## src/rtl/nes_pkg.sv

```systemverilog
// rtl/nes_pkg.sv - shared button indices and per-channel state encoding
package nes_pkg;

    localparam int BTN_A      = 0;
    localparam int BTN_B      = 1;
    localparam int BTN_SELECT = 2;
    localparam int BTN_START  = 3;
    localparam int BTN_UP     = 4;
    localparam int BTN_DOWN   = 5;
    localparam int BTN_LEFT   = 6;
    localparam int BTN_RIGHT  = 7;

    typedef enum logic [2:0] {
        RELEASED,
        PRESS_PEND,
        HELD,
        REPEATING,
        RELEASE_PEND
    } btn_state_t;

endpackage

```

## src/rtl/nes_button_channel.sv

```systemverilog
// rtl/nes_button_channel.sv - frame-based debounce and auto-repeat FSM for one button
module nes_button_channel
    import nes_pkg::*;
#(
    parameter int DEBOUNCE_FRAMES = 3,
    parameter int REPEAT_DELAY    = 30,
    parameter int REPEAT_PERIOD   = 6
) (
    input  logic clock,
    input  logic reset,
    input  logic sample_valid,
    input  logic sample,
    output logic held,
    output logic held_next,
    output logic pressed,
    output logic released,
    output logic repeat_pulse
);

    localparam logic [3:0] DEB_LAST  = 4'(DEBOUNCE_FRAMES);
    localparam logic [5:0] DELAY_THR = 6'(REPEAT_DELAY);
    localparam logic [5:0] PERIOD_THR = 6'(REPEAT_PERIOD);

    btn_state_t  state;
    logic [3:0]  deb;
    logic [5:0]  hold;
    logic        rep;
    logic [3:0]  deb_inc;
    logic [5:0]  hold_inc;
    logic [5:0]  hold_thr;

    assign deb_inc  = deb + 4'd1;
    assign hold_inc = hold + 6'd1;
    assign hold_thr = (state == HELD) ? DELAY_THR : PERIOD_THR;

    // Next debounced level, exported so the top can register any_held on the same edge
    always_comb begin
        held_next = held;
        if (sample_valid) begin
            case (state)
                RELEASED:     held_next = sample && (DEBOUNCE_FRAMES == 1);
                PRESS_PEND:   held_next = sample && (deb_inc == DEB_LAST);
                HELD,
                REPEATING:    held_next = sample || (DEBOUNCE_FRAMES != 1);
                RELEASE_PEND: held_next = sample || (deb_inc != DEB_LAST);
                default:      held_next = 1'b0;
            endcase
        end
    end

    always_ff @(posedge clock or posedge reset) begin
        if (reset) begin
            state        <= RELEASED;
            deb          <= 4'd0;
            hold         <= 6'd0;
            rep          <= 1'b0;
            held         <= 1'b0;
            pressed      <= 1'b0;
            released     <= 1'b0;
            repeat_pulse <= 1'b0;
        end else begin
            pressed      <= 1'b0;
            released     <= 1'b0;
            repeat_pulse <= 1'b0;
            held         <= held_next;
            if (sample_valid) begin
                case (state)
                    RELEASED: begin
                        if (sample) begin
                            if (DEBOUNCE_FRAMES == 1) begin
                                state   <= HELD;
                                pressed <= 1'b1;
                                hold    <= 6'd0;
                                rep     <= 1'b0;
                            end else begin
                                state <= PRESS_PEND;
                                deb   <= 4'd1;
                            end
                        end
                    end
                    PRESS_PEND: begin
                        if (!sample) begin
                            state <= RELEASED;
                            deb   <= 4'd0;
                        end else if (deb_inc == DEB_LAST) begin
                            state   <= HELD;
                            pressed <= 1'b1;
                            deb     <= 4'd0;
                            hold    <= 6'd0;
                            rep     <= 1'b0;
                        end else begin
                            deb <= deb_inc;
                        end
                    end
                    HELD, REPEATING: begin
                        if (!sample) begin
                            if (DEBOUNCE_FRAMES == 1) begin
                                state    <= RELEASED;
                                released <= 1'b1;
                                hold     <= 6'd0;
                                rep      <= 1'b0;
                            end else begin
                                state <= RELEASE_PEND;
                                deb   <= 4'd1;
                            end
                        end else if (REPEAT_DELAY != 0) begin
                            // With repeat disabled the hold counter parks at zero
                            if (hold_inc == hold_thr) begin
                                state        <= REPEATING;
                                repeat_pulse <= 1'b1;
                                hold         <= 6'd0;
                                rep          <= 1'b1;
                            end else begin
                                hold <= hold_inc;
                            end
                        end
                    end
                    RELEASE_PEND: begin
                        if (sample) begin
                            state <= rep ? REPEATING : HELD;
                            deb   <= 4'd0;
                        end else if (deb_inc == DEB_LAST) begin
                            state    <= RELEASED;
                            released <= 1'b1;
                            deb      <= 4'd0;
                            hold     <= 6'd0;
                            rep      <= 1'b0;
                        end else begin
                            deb <= deb_inc;
                        end
                    end
                    default: begin
                        state <= RELEASED;
                        deb   <= 4'd0;
                        hold  <= 6'd0;
                        rep   <= 1'b0;
                    end
                endcase
            end
        end
    end

endmodule

```

## src/rtl/nes_button_conditioner.sv

```systemverilog
// rtl/nes_button_conditioner.sv - debounced levels, edge and auto-repeat pulses for NES buttons
module nes_button_conditioner
    import nes_pkg::*;
#(
    parameter int NUM_BUTTONS     = 8,
    parameter int DEBOUNCE_FRAMES = 3,
    parameter int REPEAT_DELAY    = 30,
    parameter int REPEAT_PERIOD   = 6
) (
    input  logic                   clock,
    input  logic                   reset,
    input  logic                   sample_valid,
    input  logic [NUM_BUTTONS-1:0] buttons,
    output logic [NUM_BUTTONS-1:0] held,
    output logic [NUM_BUTTONS-1:0] pressed,
    output logic [NUM_BUTTONS-1:0] released,
    output logic [NUM_BUTTONS-1:0] repeat_pulse,
    output logic                   any_held
);

    logic [NUM_BUTTONS-1:0] held_next;

    for (genvar i = 0; i < NUM_BUTTONS; i++) begin : g_chan
        nes_button_channel #(
            .DEBOUNCE_FRAMES (DEBOUNCE_FRAMES),
            .REPEAT_DELAY    (REPEAT_DELAY),
            .REPEAT_PERIOD   (REPEAT_PERIOD)
        ) u_chan (
            .clock        (clock),
            .reset        (reset),
            .sample_valid (sample_valid),
            .sample       (buttons[i]),
            .held         (held[i]),
            .held_next    (held_next[i]),
            .pressed      (pressed[i]),
            .released     (released[i]),
            .repeat_pulse (repeat_pulse[i])
        );
    end

    always_ff @(posedge clock or posedge reset) begin
        if (reset) begin
            any_held <= 1'b0;
        end else begin
            any_held <= |held_next;
        end
    end

endmodule

```

## config.mk

```make
export PLATFORM = sky130hd
export DESIGN_NAME = nes_button_conditioner
export DESIGN_NICKNAME = d
export VERILOG_FILES = /design/src/rtl/nes_pkg.sv /design/src/rtl/nes_button_channel.sv /design/src/rtl/nes_button_conditioner.sv
export SDC_FILE = /design/constraint.sdc
export NUM_CORES = 1
export LEC_CHECK = 0
export ABC_AREA = 1
export BUFFER_PORTS_ARGS = -buffer_cell sky130_fd_sc_hd__buf_2
export CORE_UTILIZATION = 38
export DETAILED_ROUTE_END_ITERATION = 10
export GPL_TIMING_DRIVEN = 0
export PLACE_DENSITY = 0.61
export SKIP_CTS_REPAIR_TIMING = 1
export SLEW_MARGIN = 10
export SYNTH_ARGS = -nofsm -noshare
export SYNTH_HDL_FRONTEND = slang
export SYNTH_HIERARCHICAL = 1
export SYNTH_SLANG_ARGS = --single-unit
```

## constraint.sdc

```tcl
create_clock -name clock -period 3.75 [get_ports clock]
set_input_delay 0.375 -clock clock [delete_from_list [all_inputs] [get_ports clock]]
set_output_delay 0.375 -clock clock [all_outputs]
set_load 0.1 [all_outputs]
```

==> metrics list <==
* Result of the run: complete, no violations
* Aggregate global-route resource usage: 16.3%
- Area used by multi-input combinational logic: 4740 sq um
* Pre-Repair DR Iteration Count: 5
- Cell-internal power: 3.88 mW
* Portion of the post-synthesis area used by sequential elements: 39.6%
- Part of the power in the clock network: 24.1%
* Inserted Clock Buffers: 17
- After routing, the total negative slack on setup checks comes to 0 ns.
* Post-DP HPWL: 14.0 mm
* Setup violations, final: 0
* Combinational share of power: 41.6%
- The count of endpoints failing hold in the final timing report came to 0.
- Port Buf Inserts: 43
- The biggest area contributor in the post-synthesis netlist is dfrtp_1.
- The critical path is of the reg -> reg type.
- Setup repair after global routing left no endpoint under its margin.
- Y dimension of the die: 157 um
- The via count of the first global-routing pass came to 7326.
- Post-Syn Nets: 1289
- Category of the worst setup path capture point: register
- The count of pins over their slew limit was 0.
* Worst Tran Pin Value: 0.865 ns
- Timing analysis after detailed placement gives a worst setup slack of 1.57 ns.
* Clock tree from TritonCTS: yes
* Startpoint type of the worst setup path: register
- In this run switching power makes up 44.6% of total power.
- For the worst setup path, the data required time is 4.10 ns.
- Dividing total power by cell area gives a power density of 676 nW/um^2.
* Post-route fraction of the period consumed by the critical path: 53.8%
- At the worst endpoint, the arrival time is 2.37 ns.
* P&R area growth vs syn: 13.2%
- Counting every instance in the synthesized netlist gives 1246.
- For this design the top-level I/O count stands at 44.
- Fraction of power consumed by sequential logic: 34.4%
- Maximum count of clock buffers along a single path: 2
- Starting density of the core: 39.0%
* Top post-synthesis cells by area: dfrtp_1 40%, nand2_1 14%, inv_1 7.6%
* Most common cell after layout, fill and taps aside: nand2_1
- Final critical delay including setup and external delays: 2.02 ns
* Pin count of the biggest net entering global routing: 33
* Detailed Route WL: 18.9 mm
- Number of placement rows: 56
* Total of flip-flops plus latches after synthesis: 145
- For this design the static power due to leakage is 5.22 nW.
* Mapped Area: 9170 sq um
- The number of antenna diodes in the final layout is 0.
- Summing all flip-flop and latch instances after layout gives 3630 sq um.
- The routed layout has 7849 vias.
* Power spent charging and discharging nets: 3.13 mW
- In the routed design, unresolved DRC markers number 0.
- Share of cells above drive strength 1: 15.6%
* Max-slew headroom: 42.3%
- Remaining antenna violation count: 0
- Final setup skew: 0.0128 ns
* Number of violations of the max-capacitance limit: 0
- Standard cell core area: 23500 sq um
* Highest achievable clock rate: 495 MHz
- Clock tree synthesis found a total of 145 sinks.
- Clk Tree Root Cell: clkbuf_16
- For this run, the share of the core covered by cells in the final layout is 44.1%.
- Global routing finished with a remaining overflow of 0.
- Hold Path Class: in -> reg
* Peak supply drop: 0.000308 V
* Fraction of registers with async set/reset: 100%
* Initial antenna violation count: 0
- Proportion of netlist area held by the largest area contributor: 39.6%
* H-Tree Depth: 4
- In the post-route analysis, the smallest setup slack over all paths is 1.73 ns.
* EDFF count, synth: 0
- Final Instance Count excl. Fillers: 1641
* Placed Cells: 1608
* DIE WIDTH: 157 um
* Clock latency on the worst-skew pair: 0.42 ns
* Clock transition at the register clock pins on the worst setup and hold paths after CTS: 0.06 ns
- Total number of yosys warnings: 6
* Highest fanout seen on the critical path: 5
- Avg Inst Size Synth: 7.36 sq um
* Number of unique standard cell types used by synthesis: 34
- Total die area: 24800 sq um
- Post-layout power: 7.01 mW
* Count of routing violations after the opening detailed-route iteration: 413
* Most frequent cells in the layout: 348 x nand2_1, 186 x inv_1, 145 x dfrtp_1
* Average detailed-routed wire length per instance: 11.5 um
* Number of vias per cell: 4.78
* Fillers: 2438
* Flip-flop cell with the highest count after synthesis: dfrtp_1
* Gpl congestion: 0.833
* Nets: 1352
* Wire length of the first global-routing pass: 32.8 mm
synthesized netlist by cell type (2+ instances only):
library cell,n
or2_2,7
o22ai_1,4
dfrtp_1,145
nand3_4,2
nor3_1,16
inv_2,4
o21ai_2,7
a31oi_1,8
buf_6,8
nand3_2,22
nand2_4,3
nand4_1,54
a21oi_1,9
nand2_1,348
nand3b_1,14
nor2_2,27
ha_1,32
nand3_1,67
nor2_4,10
o211ai_1,7
xnor2_1,14
nor4_1,8
nand2_2,40
o21ai_1,13
inv_1,186
nor2_1,120
o21ai_0,64
logic make-up (layout without fill, tap and decap cells):
logic type / after synthesis / count (layout) / synth area share [%]
compound gates: 115 / 115 / 7.11
xor+xnor: 16 / 16 / 1.61
fa+ha+maj: 32 / 32 / 4.36
buf+inv: 198 / 274 / 8.76
flops: 145 / 145 / 39.6
simple gates: 740 / 740 / 38.6
sequential cells by signal (all words and copies together) (netlist names):
name / cells
g_chan.u_chan/hold: 48
g_chan.u_chan/deb: 32
g_chan.u_chan/state: 24
g_chan.u_chan/held: 8
g_chan.u_chan/pressed: 8
g_chan.u_chan/released: 8
g_chan.u_chan/rep: 8
g_chan.u_chan/repeat_pulse: 8
any_held: 1
layout make-up:
| class | count | area share [%] |
|---|---|---|
| tap | 319 | 3.84 |
| inverter | 190 | 6.87 |
| buffer | 8 | 0.868 |
| multi-input combinational | 903 | 45.7 |
| timing repair buffer | 44 | 2.17 |
| clock inverter | 14 | 1.51 |
| clock buffer | 18 | 4.13 |
| sequential | 145 | 34.9 |
worst paths after layout:
path / from / to / slack [ns] / depth (start not counted)
max: g_chan[5].u_chan/deb[0] / any_held / 1.73 / 9
min: buttons[6] / g_chan[6].u_chan/released / 0.22 / 2
max reg2reg: g_chan[5].u_chan/deb[0] / any_held / 1.73 / 9
min reg2reg: g_chan[0].u_chan/state[2] / g_chan[0].u_chan/state[2] / 0.52 / 2
max in group asynchronous: reset / g_chan[3].u_chan/deb[1] / 2.51 / 3
min in group asynchronous: reset / any_held / 0.48 / 3
power by group through the flow:
stage               Clock, mW  Sequential (mW)  Combinational [mW]
finish                   1.69             2.41                2.92
detailed placement          0             2.43                2.92
floorplan                   0             2.61                2.13
global route             1.81             2.48                3.34
CTS                      1.75             2.41                2.94
global placement            0             2.42                2.88
critical path: stages, from the launching register on:
cell and delay [ns]:
dfrtp_1 0.43, ha_1 0.23, xnor2_1 0.20, nand3_2 0.16
or2_2 0.33, a31oi_1 0.32, inv_1 0.14, nand2_1 0.08
nor2_1 0.04, nand2_1 0.05
metrics by stage:
stage	hold slack (ns)	instance area, sq um
2_1_floorplan	0.104	9170
3_3_place_gp	0.367	9790
3_5_place_dp	0.371	9790
4_1_cts	-0.0784	10400
5_1_grt	0.208	10400
6_report	0.218	10400
routing by layer:
layer  track usage [%]  vias to the layer above  part of all wire (%)
met5                 0                        -                     0
met4              5.55                        0                   1.3
met3              2.42                       17                   2.1
met2              27.8                       94                    47
met1              21.0                     3605                    50
li1                  -                     4133                     -
Power figures use the tool's default switching activity.
